[config.mk]
export PLATFORM = sky130hd
export DESIGN_NAME = ysyx_22050518_div_gen
export DESIGN_NICKNAME = d
export VERILOG_FILES = /design/src/rtl/ysyx_22050518_div_pkg.sv /design/src/rtl/ysyx_22050518_cond_neg.sv /design/src/rtl/ysyx_22050518_div_gen.sv
export SDC_FILE = /design/constraint.sdc
export NUM_CORES = 1
export LEC_CHECK = 0
export ABC_CLOCK_PERIOD_IN_PS = 3900
export CORE_ASPECT_RATIO = 0.7
export CORE_MARGIN = 2
export CORE_UTILIZATION = 35
export CTS_CLUSTER_DIAMETER = 50
export DETAILED_ROUTE_END_ITERATION = 12
export GPL_TIMING_DRIVEN = 0
export PLACE_DENSITY = 0.63
export SLEW_MARGIN = 10
export SYNTH_ARGS = -nofsm -noshare
export SYNTH_HDL_FRONTEND = slang
export SYNTH_SLANG_ARGS = --single-unit
[constraint.sdc]
create_clock -name clk -period 3.9 [get_ports clk]
set_clock_uncertainty 0.1 [all_clocks]
set_input_delay 0.78 -clock clk [delete_from_list [all_inputs] [get_ports clk]]
set_output_delay 0.78 -clock clk [all_outputs]
set_load 0.01 [all_outputs]
[src/rtl/ysyx_22050518_div_pkg.sv]
// Shared types and constant helpers for the ysyx_22050518 iterative divider.
package ysyx_22050518_div_pkg;

    localparam int DIV_MAX_W = 128;

    typedef enum logic [1:0] {
        IDLE = 2'd0,
        CALC = 2'd1,
        FIX  = 2'd2,
        DONE = 2'd3
    } div_state_e;

    function automatic int div_cnt_width(input int xlen);
        return $clog2(xlen);
    endfunction

    // Most negative n-bit two's-complement value, right-aligned in DIV_MAX_W bits.
    function automatic logic [DIV_MAX_W-1:0] div_min_pattern(input int n);
        return DIV_MAX_W'(1'b1) << (n - 1);
    endfunction

    function automatic logic [DIV_MAX_W-1:0] div_ones_pattern(input int n);
        return {DIV_MAX_W{1'b1}} >> (DIV_MAX_W - n);
    endfunction

endpackage

[src/rtl/ysyx_22050518_cond_neg.sv]
// Conditional two's-complement negation: used for operand magnitude and result sign fix-up.
module ysyx_22050518_cond_neg #(
    parameter int W = 64
) (
    input  logic [W-1:0] i_in,
    input  logic         i_neg,
    output logic [W-1:0] o_out
);

    assign o_out = i_neg ? ({W{1'b0}} - i_in) : i_in;

endmodule

[src/rtl/ysyx_22050518_div_gen.sv]
// Iterative restoring divider with valid/ready handshakes, RISC-V special-case fast path
// and word-mode (DIVW/REMW family) sign extension of results.
module ysyx_22050518_div_gen
    import ysyx_22050518_div_pkg::*;
#(
    parameter int XLEN = 64
) (
    input  logic            clk,
    input  logic            rst,
    input  logic            flush,
    input  logic            in_valid,
    output logic            in_ready,
    input  logic [XLEN-1:0] dividend,
    input  logic [XLEN-1:0] divisor,
    input  logic            op_signed,
    input  logic            op_word,
    output logic            out_valid,
    input  logic            out_ready,
    output logic [XLEN-1:0] quotient,
    output logic [XLEN-1:0] remainder
);

    localparam int HALF = XLEN / 2;
    localparam int CW   = div_cnt_width(XLEN);

    localparam logic [DIV_MAX_W-1:0] MIN_FULL_W  = div_min_pattern(XLEN);
    localparam logic [DIV_MAX_W-1:0] MIN_HALF_W  = div_min_pattern(HALF);
    localparam logic [DIV_MAX_W-1:0] ONES_FULL_W = div_ones_pattern(XLEN);
    localparam logic [DIV_MAX_W-1:0] ONES_HALF_W = div_ones_pattern(HALF);
    localparam logic [XLEN-1:0]      MIN_FULL    = MIN_FULL_W[XLEN-1:0];
    localparam logic [HALF-1:0]      MIN_HALF    = MIN_HALF_W[HALF-1:0];
    localparam logic [XLEN-1:0]      ONES_FULL   = ONES_FULL_W[XLEN-1:0];
    localparam logic [HALF-1:0]      ONES_HALF   = ONES_HALF_W[HALF-1:0];
    localparam logic [CW-1:0]        CNT_FULL    = CW'(XLEN - 1);
    localparam logic [CW-1:0]        CNT_HALF    = CW'(HALF - 1);

    div_state_e      r_state;
    logic [XLEN-1:0] r_a;
    logic [XLEN-1:0] r_b;
    logic [XLEN-1:0] r_q;
    logic [XLEN-1:0] r_rem;
    logic [XLEN-1:0] r_quot;
    logic [XLEN-1:0] r_remd;
    logic [CW-1:0]   r_cnt;
    logic            r_qneg;
    logic            r_rneg;
    logic            r_word;

    logic            w_accept;
    logic [XLEN-1:0] w_a_wsx;
    logic [XLEN-1:0] w_b_wsx;
    logic            w_a_sign;
    logic            w_b_sign;
    logic [XLEN-1:0] w_a_ext;
    logic [XLEN-1:0] w_b_ext;
    logic [XLEN-1:0] w_a_abs;
    logic [XLEN-1:0] w_b_abs;
    logic [XLEN-1:0] w_a_init;
    logic [XLEN-1:0] w_b_init;
    logic            w_b_zero;
    logic            w_ovf;
    logic            w_special;
    logic [XLEN-1:0] w_sp_q;
    logic [XLEN-1:0] w_sp_r;
    logic [XLEN:0]   w_shift;
    logic [XLEN:0]   w_trial;
    logic [XLEN-1:0] w_rem_next;
    logic [XLEN-1:0] w_q_next;
    logic [XLEN-1:0] w_q_neg;
    logic [XLEN-1:0] w_r_neg;
    logic [XLEN-1:0] w_q_fix;
    logic [XLEN-1:0] w_r_fix;

    assign in_ready  = (r_state == IDLE);
    assign out_valid = (r_state == DONE);
    assign quotient  = r_quot;
    assign remainder = r_remd;
    assign w_accept  = in_valid && (r_state == IDLE) && !flush;

    // In word mode the low HALF bits are the operand; bit HALF-1 is its sign.
    assign w_a_wsx  = {{HALF{dividend[HALF-1]}}, dividend[HALF-1:0]};
    assign w_b_wsx  = {{HALF{divisor[HALF-1]}}, divisor[HALF-1:0]};
    assign w_a_sign = op_signed && (op_word ? dividend[HALF-1] : dividend[XLEN-1]);
    assign w_b_sign = op_signed && (op_word ? divisor[HALF-1] : divisor[XLEN-1]);
    assign w_a_ext  = op_word ? w_a_wsx : dividend;
    assign w_b_ext  = op_word ? w_b_wsx : divisor;

    ysyx_22050518_cond_neg #(.W(XLEN)) u_abs_a (.i_in(w_a_ext), .i_neg(w_a_sign), .o_out(w_a_abs));
    ysyx_22050518_cond_neg #(.W(XLEN)) u_abs_b (.i_in(w_b_ext), .i_neg(w_b_sign), .o_out(w_b_abs));

    // Word dividend is pre-aligned to the MSB so iteration always consumes r_a[XLEN-1].
    assign w_a_init = op_word ? {w_a_abs[HALF-1:0], {HALF{1'b0}}} : w_a_abs;
    assign w_b_init = op_word ? {{HALF{1'b0}}, w_b_abs[HALF-1:0]} : w_b_abs;

    assign w_b_zero  = op_word ? (divisor[HALF-1:0] == {HALF{1'b0}}) : (divisor == {XLEN{1'b0}});
    assign w_ovf     = op_signed && (op_word ?
                       ((dividend[HALF-1:0] == MIN_HALF) && (divisor[HALF-1:0] == ONES_HALF)) :
                       ((dividend == MIN_FULL) && (divisor == ONES_FULL)));
    assign w_special = w_b_zero || w_ovf;
    assign w_sp_q    = w_b_zero ? ONES_FULL : w_a_ext;
    assign w_sp_r    = w_b_zero ? w_a_ext : {XLEN{1'b0}};

    // One restoring-division step: subtract divisor from the shifted partial remainder.
    always_comb begin
        w_shift = {r_rem, r_a[XLEN-1]};
        w_trial = w_shift - {1'b0, r_b};
        if (w_trial[XLEN]) begin
            w_rem_next = w_shift[XLEN-1:0];
            w_q_next   = {r_q[XLEN-2:0], 1'b0};
        end else begin
            w_rem_next = w_trial[XLEN-1:0];
            w_q_next   = {r_q[XLEN-2:0], 1'b1};
        end
    end

    ysyx_22050518_cond_neg #(.W(XLEN)) u_fix_q (.i_in(r_q),   .i_neg(r_qneg), .o_out(w_q_neg));
    ysyx_22050518_cond_neg #(.W(XLEN)) u_fix_r (.i_in(r_rem), .i_neg(r_rneg), .o_out(w_r_neg));

    assign w_q_fix = r_word ? {{HALF{w_q_neg[HALF-1]}}, w_q_neg[HALF-1:0]} : w_q_neg;
    assign w_r_fix = r_word ? {{HALF{w_r_neg[HALF-1]}}, w_r_neg[HALF-1:0]} : w_r_neg;

    // Control FSM, iteration datapath and registered results.
    always_ff @(posedge clk) begin
        if (rst) begin
            r_state <= IDLE;
            r_a     <= {XLEN{1'b0}};
            r_b     <= {XLEN{1'b0}};
            r_q     <= {XLEN{1'b0}};
            r_rem   <= {XLEN{1'b0}};
            r_quot  <= {XLEN{1'b0}};
            r_remd  <= {XLEN{1'b0}};
            r_cnt   <= {CW{1'b0}};
            r_qneg  <= 1'b0;
            r_rneg  <= 1'b0;
            r_word  <= 1'b0;
        end else if (flush) begin
            r_state <= IDLE;
        end else begin
            case (r_state)
                IDLE: begin
                    if (w_accept) begin
                        if (w_special) begin
                            r_quot  <= w_sp_q;
                            r_remd  <= w_sp_r;
                            r_state <= DONE;
                        end else begin
                            r_a     <= w_a_init;
                            r_b     <= w_b_init;
                            r_q     <= {XLEN{1'b0}};
                            r_rem   <= {XLEN{1'b0}};
                            r_qneg  <= w_a_sign ^ w_b_sign;
                            r_rneg  <= w_a_sign;
                            r_word  <= op_word;
                            r_cnt   <= op_word ? CNT_HALF : CNT_FULL;
                            r_state <= CALC;
                        end
                    end
                end
                CALC: begin
                    r_a   <= {r_a[XLEN-2:0], 1'b0};
                    r_q   <= w_q_next;
                    r_rem <= w_rem_next;
                    if (r_cnt == {CW{1'b0}}) begin
                        r_state <= FIX;
                    end else begin
                        r_cnt <= r_cnt - CW'(1'b1);
                    end
                end
                FIX: begin
                    r_quot  <= w_q_fix;
                    r_remd  <= w_r_fix;
                    r_state <= DONE;
                end
                DONE: begin
                    if (out_ready) begin
                        r_state <= IDLE;
                    end
                end
                default: r_state <= IDLE;
            endcase
        end
    end

endmodule

==> metrics.md <==
| Metric | Value |
|---|---|
| Syn_nets | `3790` |
| CP max FO | `10` |
| Post-synth top flop | `dfxtp_1` |
| Clock buffer depth | `3` |
| Synth warn | `0` |
| Die Height | `around 240 um` |
| Post-Layout Cell Count | `4964` |
| Worst-skew pair later-pin latency | `620 ps` |
| Mux contribution to synthesized area | `0.0245` |
| Pleak | `12.8 nW` |
| DRT Pass-1 Iters | `6` |
| CTS Sinks | `395` |
| Setup CP Type | `reg2reg` |
| Drt total wl | `around 120000 um` |
| Drt wl/cell | `around 25 um` |
| Max VDD drop | `between 0.2 and 0.3 mV` |
| Total core area | `75300 um^2` |
| CTS tree | `built` |
| Hold bufs inserted after CTS | `0` |
| Max-cap viol count | `0` |
| Commonest non-fill, non-tap cells in the layout | `nor2_1, dfxtp_1, nand2_1` |
| Mapped Cells | `3579` |
| Met2 Use GR | `0.371` |
| Post-layout min period | `around 4000 ps` |
| Residual DRC | `0` |
| First DRT Iteration DRCs | `around 4300` |
| CTS H-tree lvls | `2` |
| RSZ-0062 raised after global routing | `true` |
| Met1 GRT Util | `0.457` |
| FP Rows | `84` |
| Pwr Density | `318 nW/um^2` |
| Endpoints failing setup | `between 40 and 50` |
| Vias per cell | `approximately 6.1` |
| Dpl hpwl | `96900 um` |
| Worst hold path type | `reg2reg` |
| Slowest-stage cell, CP | `or4_4` |
| CP startpoint kind | `flop` |
| Synth Area in XOR/XNOR | `0.0987` |
| First-pass GRT wire length | `about 180000 um` |
| Adder-cell share of the synthesized area | `0.0359` |
| Fill cell count | `around 7600` |
| Port bufs | `260` |
| Total Nets Final | `roughly 4100` |
| Tcrit/Tclk final | `1.02` |
| Main combinational cell family by area after synthesis | `compound AO/OA/AOI/OAI gates` |
| Crit-path max cell delay | `roughly 470 ps` |
| Met3 GRT Util | `0.126` |
| Tot GR Track Use | `0.301` |
| Die area | `around 79000 um^2` |
| Most used routing layer | `met1` |
| Clock transition at path regs | `60 ps` |
| Proportion of layout cells with a drive suffix above 1 | `0.116` |
| Simple-gate share of the synthesized area | `0.228` |
| Initial antenna violation count | `1` |
| Initial core utilization | `0.355` |
| Crit-path cells | `inv_2, ha_4, a21o_1, a221oi_4, o31ai_4, or4_4, nor4_4, and4bb_2, o21bai_4, a41oi_4, xor2_2, buf_6, buf_12, buf_8, mux2i_1, o21ai_0` |
| GPL Wtd Cong | `around 1.0` |
| Slew margin rel. | `0.129` |
| Largest net degree at the start of global routing | `17` |
| Failing checks | `setup timing` |
| Async SR Flop Fraction | `0` |
| Vias | `about 30000` |
| Crit path capture type | `flop` |
| CTS Buf Count | `47` |
| Worst endpoint required time | `4280 ps` |
| Least-Margin Pin Slew | `1310 ps` |
| Fin. max-slew vios | `0` |
| Area growth from synthesis to layout | `27.8%` |
| # placed instances | `approximately 4800` |
| Die W | `around 330 um` |
| Outcome | `finished with violations` |
| Compound-Gate Fraction of Synth Area | `0.258` |
| I/O pins | `between 200 and 300` |
| Synthesized cell area | `around 27000 um^2` |
| Post-synth EDFFs | `0` |
| CTS root buf | `clkbuf_16` |
| FF+latch count, synth | `between 300 and 400` |
| Worst Path Buf+Inv | `4` |
| Setup WS post-layout | `-88.8 ps` |
| F_max | `~0.25 GHz` |
| Synthesized area per cell | `7.46 um^2` |
| Final hold vios | `0` |
| CP top delay family | `simple AND/OR/NAND/NOR gates` |
| Antenna-violating nets left | `0` |
| Vias in the first global route | `26900` |
| GRT overflow | `0` |
| CP arrival | `4370 ps` |
| Synth cell types | `93` |
| Register area share after synthesis | `0.296` |
| Final Util | `0.453` |
| Commonest non-fill, non-tap cell in the layout | `nor2_1` |
-- cell usage after synthesis, drive strengths merged (75+ instances only) --
master,instances,area share
ha,75,0.035
xor2,163,0.053
nor2,413,0.059
nand3,103,0.019
buf,83,0.018
a211oi,135,0.038
nor3,158,0.030
o21ai,299,0.056
clkbuf,182,0.026
nand2,359,0.051
inv,104,0.015
xnor2,138,0.045
dfxtp,395,0.30
a21oi,264,0.050
-- worst paths after layout --
kind           start   endpoint  slack [ps]  cells past startpoint
min           r_a[0]     r_a[0]         360                      2
max reg2reg  r_b[35]  r_rem[35]         -90                     16
min reg2reg   r_a[0]     r_a[0]         360                      2
max          r_b[35]  r_rem[35]         -90                     16
-- registers in the layout, summed over array words and instances (netlist names) --
| signal | cells |
|---|---|
| r_qneg | 1 |
| r_state | 2 |
| r_b | 64 |
| r_q | 64 |
| r_a | 64 |
| quotient | 64 |
| r_cnt | 6 |
| remainder | 64 |
| r_rem | 64 |
| r_word | 1 |
| r_rneg | 1 |
-- stage by stage --
stage | power [mW] | hold slack [ps] | cell area (um^2) | worst slack (ps) | TNS (ps)
floorplan | 5.27 | 332 | 26700 | 191 | 0
global placement | 6.03 | 343 | 30500 | -2100 | -698210
detailed placement | 6.02 | 349 | 30600 | -1990 | -619290
CTS | 10.7 | 358 | 33300 | -81.9 | -81.9
global route | 11.1 | 383 | 34100 | -167 | -5860
finish | 10.9 | 360 | 34100 | -88.8 | -1660
-- metal layers --
metal / wire length, um / vias up
met2: 44100 / 1993
met5: 236 / -
met1: 57100 / 14300
met4: 3990 / 6
li1: - / 13600
met3: 19100 / 240
-- worst register-to-register path, delay by kind of cell (launching register included) --
| family | cells | cell delay [ps] |
|---|---|---|
| fa+ha+maj | 1 | 230 |
| buf+inv | 4 | 570 |
| simple gates | 3 | 1130 |
| compound gates | 6 | 1110 |
| xor+xnor | 1 | 190 |
| mux | 1 | 190 |
| flops | 1 | 330 |
-- logic make-up (layout without fill, tap and decap cells) --
kind of cell | Yosys count | count (layout)
AO/OA/AOI/OAI | 1076 | 1076
XOR/XNOR | 301 | 301
adder cells (fa/ha/maj) | 76 | 76
buffers and inverters | 369 | 761
flip-flops | 395 | 395
multiplexers | 65 | 65
other | 0 | 4
AND/OR/NAND/NOR | 1297 | 1297
-- what timing repair did --
| action | in CTS | in global routing |
|---|---|---|
| setup buffers | 36 | 22 |
| gates resized for setup | 232 | 179 |
| endpoints found under the hold margin | 0 | 0 |
| pin swaps | 28 | 29 |
| setup endpoints to repair | 393 | 357 |
| gates cloned | 3 | 1 |
-- where the power goes --
| part | total [mW] | internal, mW | switching, mW |
|---|---|---|---|
| Sequential | 4.18 | 4.13 | 0.0529 |
| Combinational | 1.96 | 0.645 | 1.32 |
| Clock | 4.71 | 2.73 | 1.98 |
-- layout make-up --
type                            count  area (um^2)  area share
Clock inverter                     22          292     0.00854
Multi-Input combinational cell   2815        18400       0.539
Timing Repair Buffer              323         3230      0.0945
Tap cell                          989         1240      0.0363
Inverter                          104          390      0.0114
Clock buffer                       64         1320      0.0387
Antenna cell                        4         10.0    0.000293
Sequential cell                   395         7940       0.233
Buffer                            248         1300      0.0381
No activity file was read; power rests on OpenSTA's default activity.
